==> src/rtl/bv_pkg.sv <==
// bv_pkg -- shared CCNET constants for the bill-validator transmit path.
// Holds the frame sync byte, command codes, frame lengths, the CRC16
// (Kermit) polynomial/initial value, pending-bit positions and the
// scheduler FSM state type.
`timescale 1ns/1ps
package bv_pkg;

  localparam logic [7:0] BV_SYNC       = 8'h02;

  localparam logic [7:0] BV_CMD_ACK    = 8'h00;
  localparam logic [7:0] BV_CMD_RESET  = 8'h30;
  localparam logic [7:0] BV_CMD_POLL   = 8'h33;
  localparam logic [7:0] BV_CMD_ENABLE = 8'h34;

  // Total frame byte count, CRC included.
  localparam logic [3:0] BV_LEN_SHORT  = 4'd6;
  localparam logic [3:0] BV_LEN_ENABLE = 4'd12;

  localparam logic [15:0] BV_CRC_POLY  = 16'h8408;
  localparam logic [15:0] BV_CRC_INIT  = 16'h0000;

  // Bit positions inside the pending vector {ack, reset, enable, poll}.
  localparam int BV_PEND_ACK    = 3;
  localparam int BV_PEND_RESET  = 2;
  localparam int BV_PEND_ENABLE = 1;
  localparam int BV_PEND_POLL   = 0;

  typedef enum logic [2:0] {
    ST_IDLE,
    ST_LOAD,
    ST_SEND,
    ST_WAIT_BUSY,
    ST_WAIT_IDLE,
    ST_DONE
  } bvState_t;

endpackage

==> src/rtl/bv_crc16.sv <==
// bv_crc16 -- combinational byte-wise CRC16 update (CCNET / Kermit,
// reflected polynomial 16'h8408, LSB first).
// Ports:
//   crc_in   [15:0] in  : running CRC before this byte
//   data_in  [7:0]  in  : byte being folded in
//   crc_out  [15:0] out : running CRC after this byte
`timescale 1ns/1ps
module bv_crc16
  import bv_pkg::*;
(
  input  logic [15:0] crc_in,
  input  logic [7:0]  data_in,
  output logic [15:0] crc_out
);

  logic [15:0] crcWork;

  // NOTE: crcWork is a combinational scratch variable updated eight times in
  // one pass; blocking '=' is required here so each step sees the previous one.
  always_comb begin
    crcWork = crc_in ^ {8'h00, data_in};
    for (int i = 0; i < 8; i++) begin
      crcWork = crcWork[0] ? ((crcWork >> 1) ^ BV_CRC_POLY) : (crcWork >> 1);
    end
    crc_out = crcWork;
  end

endmodule

==> src/rtl/bv_tx_scheduler.sv <==
// bv_tx_scheduler -- arbitrates ACK / RESET / ENABLE BILL TYPES / POLL
// frame requests onto a single async_transmitter and serialises each CCNET
// frame (sync, addr, len, cmd, data, CRC16 low, CRC16 high).
// Ports:
//   CLK_10MHZ       in  : system clock
//   rst_n           in  : asynchronous active-low reset
//   ack_req/reset_req/enable_req/poll_req in : one-cycle request pulses
//   bill_enable[23:0], bill_escrow[23:0] in  : ENABLE frame masks, MSB byte first
//   rx_active       in  : validator reply in progress, holds off frame start
//   tx_busy         in  : TxD_busy from the transmitter
//   tx_start        out : TxD_start, one-cycle pulse
//   tx_data[7:0]    out : TxD_data, valid while tx_start is high
//   busy            out : frame in progress (LOAD .. DONE)
//   pending[3:0]    out : latched requests {ack, reset, enable, poll}
//   frame_done      out : one-cycle pulse after the last CRC byte
//   frame_cmd[7:0]  out : command of the last completed frame
// Build option: define BV_POLL_TIMER_EN to add a free-running POLL_PERIOD
// timer that raises a poll request on every wrap.
`timescale 1ns/1ps
module bv_tx_scheduler
  import bv_pkg::*;
#(
  parameter int unsigned POLL_PERIOD = 2_000_000,
  parameter logic [7:0]  BV_ADDR     = 8'h03
) (
  input  logic        CLK_10MHZ,
  input  logic        rst_n,
  input  logic        ack_req,
  input  logic        reset_req,
  input  logic        enable_req,
  input  logic        poll_req,
  input  logic [23:0] bill_enable,
  input  logic [23:0] bill_escrow,
  input  logic        rx_active,
  input  logic        tx_busy,
  output logic        tx_start,
  output logic [7:0]  tx_data,
  output logic        busy,
  output logic [3:0]  pending,
  output logic        frame_done,
  output logic [7:0]  frame_cmd
);

  bvState_t    state, nextState;
  logic [3:0]  pendingReg;
  logic [3:0]  byteIdx;
  logic [3:0]  frameLen;
  logic [15:0] crcReg, crcNext;
  logic [7:0]  cmdReg;
  logic [47:0] maskReg;
  logic        waitCnt;
  logic [7:0]  frameCmdReg;
  logic        timerHit;

  logic [3:0]  selMask;
  logic [7:0]  selCmd;
  logic [3:0]  selLen;
  logic [7:0]  curByte;
  logic        isCrcLo, isCrcHi;
  logic        sendNow;

`ifdef BV_POLL_TIMER_EN
  logic [31:0] pollTimer;

  assign timerHit = (pollTimer == 32'(POLL_PERIOD - 1));

  always_ff @(posedge CLK_10MHZ or negedge rst_n) begin
    if (!rst_n)        pollTimer <= '0;
    else if (timerHit) pollTimer <= '0;
    else               pollTimer <= pollTimer + 32'd1;
  end
`else
  assign timerHit = 1'b0;
`endif

  // Fixed-priority pick among pending requests: ack > reset > enable > poll.
  always_comb begin
    selMask = 4'b0000;
    selCmd  = BV_CMD_POLL;
    selLen  = BV_LEN_SHORT;
    if (pendingReg[BV_PEND_ACK]) begin
      selMask = 4'b1000;
      selCmd  = BV_CMD_ACK;
    end else if (pendingReg[BV_PEND_RESET]) begin
      selMask = 4'b0100;
      selCmd  = BV_CMD_RESET;
    end else if (pendingReg[BV_PEND_ENABLE]) begin
      selMask = 4'b0010;
      selCmd  = BV_CMD_ENABLE;
      selLen  = BV_LEN_ENABLE;
    end else if (pendingReg[BV_PEND_POLL]) begin
      selMask = 4'b0001;
    end
  end

  // Byte at the current index; the last two positions carry the CRC.
  assign isCrcLo = (byteIdx == frameLen - 4'd2);
  assign isCrcHi = (byteIdx == frameLen - 4'd1);

  // NOTE: every output of a combinational block gets a default before the
  // case statement so no path leaves it unassigned and infers a latch.
  always_comb begin
    curByte = 8'h00;
    case (byteIdx)
      4'd0:    curByte = BV_SYNC;
      4'd1:    curByte = BV_ADDR;
      4'd2:    curByte = {4'h0, frameLen};
      4'd3:    curByte = cmdReg;
      4'd4:    curByte = maskReg[47:40];
      4'd5:    curByte = maskReg[39:32];
      4'd6:    curByte = maskReg[31:24];
      4'd7:    curByte = maskReg[23:16];
      4'd8:    curByte = maskReg[15:8];
      4'd9:    curByte = maskReg[7:0];
      default: curByte = 8'h00;
    endcase
    if (isCrcLo)      curByte = crcReg[7:0];
    else if (isCrcHi) curByte = crcReg[15:8];
  end

  bv_crc16 u_crc (
    .crc_in  (crcReg),
    .data_in (curByte),
    .crc_out (crcNext)
  );

  // Next-state logic.
  always_comb begin
    nextState = state;
    sendNow   = 1'b0;
    case (state)
      ST_IDLE:      if (|pendingReg && !rx_active) nextState = ST_LOAD;
      ST_LOAD:      nextState = ST_SEND;
      ST_SEND: begin
        if (!tx_busy) begin
          sendNow   = 1'b1;
          nextState = ST_WAIT_BUSY;
        end
      end
      // Proceed after two cycles even if the transmitter never shows busy.
      ST_WAIT_BUSY: if (tx_busy || waitCnt) nextState = ST_WAIT_IDLE;
      ST_WAIT_IDLE: begin
        if (!tx_busy) nextState = (byteIdx + 4'd1 < frameLen) ? ST_SEND : ST_DONE;
      end
      ST_DONE:      nextState = ST_IDLE;
      default:      nextState = ST_IDLE;
    endcase
  end

  // NOTE: all registered state uses non-blocking '<=' so every flop samples
  // pre-edge values regardless of statement order.
  always_ff @(posedge CLK_10MHZ or negedge rst_n) begin
    if (!rst_n) state <= ST_IDLE;
    else        state <= nextState;
  end

  always_ff @(posedge CLK_10MHZ or negedge rst_n) begin
    if (!rst_n) begin
      pendingReg  <= '0;
      byteIdx     <= '0;
      frameLen    <= '0;
      crcReg      <= BV_CRC_INIT;
      cmdReg      <= '0;
      maskReg     <= '0;
      waitCnt     <= 1'b0;
      frameCmdReg <= '0;
    end else begin
      // A new request in the same cycle as the LOAD clear keeps its bit set.
      pendingReg <= (pendingReg & ~((state == ST_LOAD) ? selMask : 4'b0000))
                  | {ack_req, reset_req, enable_req, poll_req | timerHit};

      if (state == ST_LOAD) begin
        byteIdx  <= '0;
        crcReg   <= BV_CRC_INIT;
        frameLen <= selLen;
        cmdReg   <= selCmd;
        maskReg  <= {bill_enable, bill_escrow};
      end

      if (sendNow) begin
        waitCnt <= 1'b0;
        if (!isCrcLo && !isCrcHi) crcReg <= crcNext;
      end

      if (state == ST_WAIT_BUSY) waitCnt <= 1'b1;

      if (state == ST_WAIT_IDLE && !tx_busy) byteIdx <= byteIdx + 4'd1;

      if (state == ST_DONE) frameCmdReg <= cmdReg;
    end
  end

  assign tx_start   = sendNow;
  assign tx_data    = sendNow ? curByte : 8'h00;
  assign busy       = (state != ST_IDLE);
  assign pending    = pendingReg;
  assign frame_done = (state == ST_DONE);
  assign frame_cmd  = frameCmdReg;

endmodule

==> config.mk <==
export PLATFORM = sky130hd
export DESIGN_NAME = bv_tx_scheduler
export DESIGN_NICKNAME = d
export VERILOG_FILES = /design/src/rtl/bv_pkg.sv /design/src/rtl/bv_crc16.sv /design/src/rtl/bv_tx_scheduler.sv
export SDC_FILE = /design/constraint.sdc
export NUM_CORES = 1
export LEC_CHECK = 0
export ABC_AREA = 1
export BUFFER_PORTS_ARGS = -buffer_cell sky130_fd_sc_hd__clkbuf_2
export CAP_MARGIN = 10
export CORE_AREA = 2 2 93 95
export DETAILED_ROUTE_END_ITERATION = 7
export DIE_AREA = 0 0 95 97
export GPL_ROUTABILITY_DRIVEN = 0
export PLACE_DENSITY = 0.88
export SLEW_MARGIN = 20
export SYNTH_ARGS = -nofsm -noshare
export SYNTH_HDL_FRONTEND = slang
export SYNTH_HIERARCHICAL = 1
export SYNTH_SLANG_ARGS = --single-unit
export TNS_END_PERCENT = 5
==> constraint.sdc <==
create_clock -name CLK_10MHZ -period 6.7 [get_ports CLK_10MHZ]
set_input_delay 1.675 -clock CLK_10MHZ [delete_from_list [all_inputs] [get_ports CLK_10MHZ]]
set_output_delay 1.675 -clock CLK_10MHZ [all_outputs]
set_load 0.03 [all_outputs]
**Word level (Yosys, flattened, before mapping)**

Index checks and enable logic that the tools add are counted.

- Input bits: 56
- Output and inout bits: 23
- Word-level logic and storage cells: 98
- Flip-flop bits (word level): 96

- Equality and inequality tests: 20
- Multiplexer cells: 38
- Bitwise logic cells: 12
- Order comparisons: 1
- Add/sub/neg operators: 3
- Reduce and logical (&&, ||, !) cells: 15

Operators by type and width:

| operator | count |
|---|---|
| two-way mux 16 bit | 11 |
| case mux 8 bit (10 select lines) | 1 |
| two-way mux 8 bit | 4 |
| two-way mux 4 bit | 7 |
| two-way mux 3 bit | 8 |
| NOT 2 -> 3 bit | 8 |
| == test 4 x 3 -> 1 bit (second input constant) | 4 |
| bitwise XOR 16 x 8 -> 16 bit | 1 |
| case mux 3 bit (5 select lines) | 1 |
| == test 4 x 2 -> 1 bit (second input constant) | 2 |
| == test 4 bit | 2 |
| == test 4 bit (second input constant) | 2 |
| != test 2 bit (second input constant) | 4 |
| == test 3 x 2 -> 1 bit (second input constant) | 2 |
| == test 3 bit (second input constant) | 2 |
| two-way mux 1 bit | 5 |
| adder 4 x 1 -> 4 bit (second input constant) | 1 |
| AND 4 bit | 1 |
| == test 4 x 1 -> 1 bit (second input constant) | 1 |
| logical NOT 1 bit | 4 |
| logical NOT 4 bit | 1 |
| < comparator 4 bit | 1 |
| NOT 4 bit | 1 |
| OR 4 bit | 1 |
| other kinds (11) | 14 |

**Depth between registers and ports, before layout**

- Word-level depth: 23
- Gate-level depth with buffers: 22
- Depth with buffers taken out: 22

**By module**

Netlist, hierarchy kept.

By module, submodules not included:

| module | cells each | times used | sequential area each (µm²) | area an instance (µm²) |
|---|---|---|---|---|
| bv_tx_scheduler | 585 | 1 | 2102.0 | 4372.9 |
| bv_crc16 | 117 | 1 | 0.0 | 496.7 |

**Least setup slack after synthesis**

OpenSTA, ideal clock, no wires.

- Path type: input to output
- Start: input tx_busy
- End: output tx_data[0]
- Data required time: 5.025 ns
- Cell stages on the path: 3
- Buffers on the path: 0
- Arrival time: 2.420 ns
- Slack: 2.605 ns
- Path through: nor2_4 inv_2 nor2_1

- Cells in the longest elaborated chain, start to end: 3

RTL lines:

| item | line | RTL |
|---|---|---|
| start: declaration | bv_tx_scheduler.sv:35 | `input logic tx_busy,` |
| two-way mux 1 bit | bv_tx_scheduler.sv:135 | `if (!tx_busy) begin` |
| two-way mux 1 bit | bv_tx_scheduler.sv:131 | `case (state)` |
| two-way mux 8 bit | bv_tx_scheduler.sv:194 | `assign tx_data = sendNow ? curByte : 8'h00;` |
| end: declaration | bv_tx_scheduler.sv:37 | `output logic [7:0] tx_data,` |

Every way passes these cells.

**Final worst setup path**

- Start: input tx_busy
- End: output tx_data[1]

The elaborated chain is that of the path after synthesis.

==> metrics.log <==
INFO  metric timing.reg2reg.setup_slack = between 3 and 4 ns
INFO  metric rsz0062_at_grt = no
INFO  metric clock-skew-final = roughly 0.008 ns
INFO  metric yosys-mux-area-fraction = 0
INFO  metric path_max_fanout = 19
INFO  metric grtUsageTotal = 0.267
INFO  metric synth_area_per_cell = ~6.9 sq um
INFO  metric tns = 0 ns
INFO  metric crit_top_cell = clkbuf_2
INFO  metric post-route-min-period = roughly 4.5 ns
INFO  metric final_cell_count_no_fill = ~880
INFO  metric timing.setup.critical_path_class = in2out
INFO  metric final_min_period_over_clock_period = 0.672
INFO  metric power.ir.vdd_worst = 0.165 mV
INFO  metric r2r_path_start = byteIdx[0]
INFO  metric setup_viol_count_final = 0
INFO  metric post-route-worst-setup-slack = about 2.2 ns
INFO  metric leakagePower = between 3 and 4 nW
INFO  metric place_inst = between 800 and 900
INFO  metric critPathCapture = tx_data[1]
INFO  metric insertion_delay = about 0.36 ns
INFO  metric core-area = just over 8000 sq um
INFO  metric grt_first_pass_wirelength = a little under 20000 microns
INFO  metric nets = between 800 and 900
INFO  metric crit-reg2reg-capture = crcReg[9]
INFO  metric cp-start-kind = input port
INFO  metric max_cap_violations = 0
INFO  metric power.internal = roughly 1.2 mW
INFO  metric switching_part_of_the_total_power = 0.451
INFO  metric syn_area = just under 5000 sq um
INFO  metric antenna_found_initial = 0
INFO  metric grt_overflow = 0
INFO  metric drt-vias-per-instance = 5.25
INFO  metric synthDominantCellAreaShare = 0.432
INFO  metric post_cts_repair_setup_buffers = 0
INFO  metric dr.first_iter.drc_count = approximately 350
INFO  metric drive_above_1_share = 0.165
INFO  metric wirelength = roughly 12000 microns
INFO  metric yosys.cell_count.top_type = nand2_1
INFO  metric tritoncts_sink_count = 84
INFO  metric cts.root.buffer_cell = clkbuf_8
INFO  metric standard_cell_row_count = 33
INFO  metric floorplan.initialDensity = 0.599
INFO  metric n_fill_cell = slightly below 700
INFO  metric postPlaceCellArea = between 5000 and 6000 sq um
INFO  metric finalPower = ~2.1 mW
INFO  metric hold_class = reg2reg
INFO  metric tritoncts = built
INFO  metric critPathSlowestCell = nor2_4
INFO  metric crit_start = tx_busy
INFO  metric finalInstanceArea = around 5500 sq um
INFO  metric via_count_of_the_first_global_routing_pass = around 4400
INFO  metric r2r_cells = 21
INFO  metric end_kind = output pin
INFO  metric post_drt_wl_per_cell = 13.3 microns
INFO  metric ctsResizeCount = 0
INFO  metric layout_area_overhead = 12.0%
INFO  metric clk_transition_reported_paths = 0.08 ns
INFO  metric yosysWarningCount = 6
INFO  metric chipHeight = ~97 microns
INFO  metric synth.distinct_cells = 33
INFO  metric report.final.hold_viol_count = 0
INFO  metric critical_path.cell_chain = clkbuf_2, nor2_4, inv_2, nor2_1, clkbuf_2
INFO  metric cts.path.max_buffers = 2
INFO  metric detailed_placement_hpwl = 8270 microns
INFO  metric max_freq = between 200 and 250 MHz
INFO  metric grt_max_degree = 85
INFO  metric cts-buffers-inserted = 9
INFO  metric chipWidth = ~95 microns
INFO  metric syn-instance-count = between 700 and 800
INFO  metric dpl_worst_slack = around 2.2 ns
INFO  metric dominant_combinational_cell_family_by_area_after_synthesis = simple AND/OR/NAND/NOR gates
INFO  metric async_reset_ff_frac = 1.00
INFO  metric synth_xor_area_frac = 0.0126
INFO  metric drcViolationCount = 0
INFO  metric combinationalPowerShare = 0.439
INFO  metric synth.top_cells.by_count = nand2_1 (326), dfrtp_1 (84), inv_1 (68)
INFO  metric clock_power_share = 0.169
INFO  metric ys_ff_latch = 84
INFO  metric synth-seq-area-share = 0.432
INFO  metric die_outline_area = 9220 sq um
INFO  metric final_antenna_violating_net_count = 0
INFO  metric cts_max_level = 3
INFO  metric number_of_enable_type_register_cells_in_the_synthesized_netlist = 0
INFO  metric complex_gate_fraction_of_the_synthesized_area = 0.0560
INFO  metric synth_top_area_cell = dfrtp_1
INFO  metric power_density = 394 nW/um^2
INFO  metric synth_ff_type = dfrtp_1
INFO  metric synthTopCellsByArea = dfrtp_1 (43%), nand2_1 (25%), nand3_1 (5.3%)
INFO  metric p_switching = roughly 0.97 mW
INFO  metric worst_pin_slew = roughly 0.79 ns
INFO  metric cts_hold_buffers = 0
INFO  metric power_frac_seq = 0.393
INFO  metric synth_fa_ha_area_frac = 0.0180
INFO  metric num_io_pins = 79
INFO  metric port_buffers = 75
INFO  metric drtPass1Iterations = 5
INFO  metric worst_slew_margin_rel = 0.471
INFO  metric worst_path_largest_cell_delay = between 0.4 and 0.5 ns
INFO  metric data_arrival_time_of_the_critical_path = approximately 2.8 ns
INFO  metric required_time_reported_for_the_critical_path_endpoint = between 5 and 6 ns
INFO  metric final_max_slew_viol_count = 0
INFO  metric outcome = finished, final reports clean
INFO  metric routed_via_count = 4592
INFO  metric ant_diodes = 0
INFO  metric simple_gate_portion_of_the_synthesized_area = 0.393
## per-stage QoR
stage                     utilization  hold slack, ns
after floorplan                     -           0.443
after global placement          0.647           0.462
after detailed placement        0.647           0.468
after CTS                       0.670           0.489
after global routing            0.670           0.501
final                           0.670           0.487
## cell families after synthesis
logic type,Yosys count
DFF,84
adders and majority gates,7
AOI/OAI and AO/OA,49
xor gates and xnor gates,7
and+or+nand+nor,453
other,1
buffers and inverters,101
## area by class of cell
type	instances	area, sq um	area share
clock buffer	11	141	0.0259
clock inverter	4	48.8	0.00895
inverter	75	282	0.0516
multi-input combinational	519	2350	0.431
sequential	84	2100	0.385
tap	105	131	0.0241
timing repair buffer	77	397	0.0727
## layout by cell type (no fill, tap or decap), types with 2 or more instances in the layout
cell      Yosys  routed
nand2_1     326     326
dfrtp_1      84      84
clkbuf_2      0      74
inv_1        68      68
nand3_1      52      51
nor2_1       31      31
o21ai_0      26      26
nand2_2      15      15
nand4_1      12      12
clkbuf_8      0      10
o21ai_1       8       8
inv_2         7       7
ha_1          7       7
xor2_1        6       6
nor2_2        6       6
o21bai_1      6       6
nor2_4        3       3
a21oi_1       3       3
conb_1        1       3
nand3_2       1       2
nand2_4       2       2
nor3_1        2       2
nor4_1        2       2
a21o_1        2       2
clkinv_2      0       2
buf_4         7       2
## layer usage
| metal | track usage | part of all wire |
|---|---|---|
| met5 | 0 | 0 |
| met4 | 0.125 | 0.039 |
| met3 | 0.0421 | 0.071 |
| met2 | 0.411 | 0.46 |
| met1 | 0.367 | 0.43 |
## worst min-delay path by stage
stage / from / end / depth (start not counted)
2_1_floorplan: waitCnt / waitCnt / 2
3_3_place_gp: maskReg[40] / maskReg[40] / 2
3_5_place_dp: maskReg[27] / maskReg[27] / 2
4_1_cts: maskReg[27] / maskReg[27] / 2
5_1_grt: maskReg[27] / maskReg[27] / 2
6_report: maskReg[1] / maskReg[1] / 2
## critical path, delay by kind of cell
family,cells,cell delay [ns]
buffers and inverters,3,0.55
AND/OR/NAND/NOR,2,0.60
## power by group through the flow
| stage | Clock (mW) | Combinational, mW | Sequential, mW |
|---|---|---|---|
| floorplan | 0 | 0.717 | 0.825 |
| global placement | 0 | 0.878 | 0.836 |
| detailed placement | 0 | 0.915 | 0.850 |
| CTS | 0.365 | 0.933 | 0.840 |
| global route | 0.383 | 1.07 | 0.866 |
| finish | 0.362 | 0.942 | 0.843 |
## sequential cells by signal, indices dropped and copies added (netlist names)
| name | count |
|---|---|
| maskReg | 48 |
| crcReg | 16 |
| byteIdx | 4 |
| pending | 4 |
| cmdReg | 3 |
| frame_cmd | 3 |
| state | 3 |
| frameLen | 2 |
| waitCnt | 1 |
(Power assumes the default switching activity.)
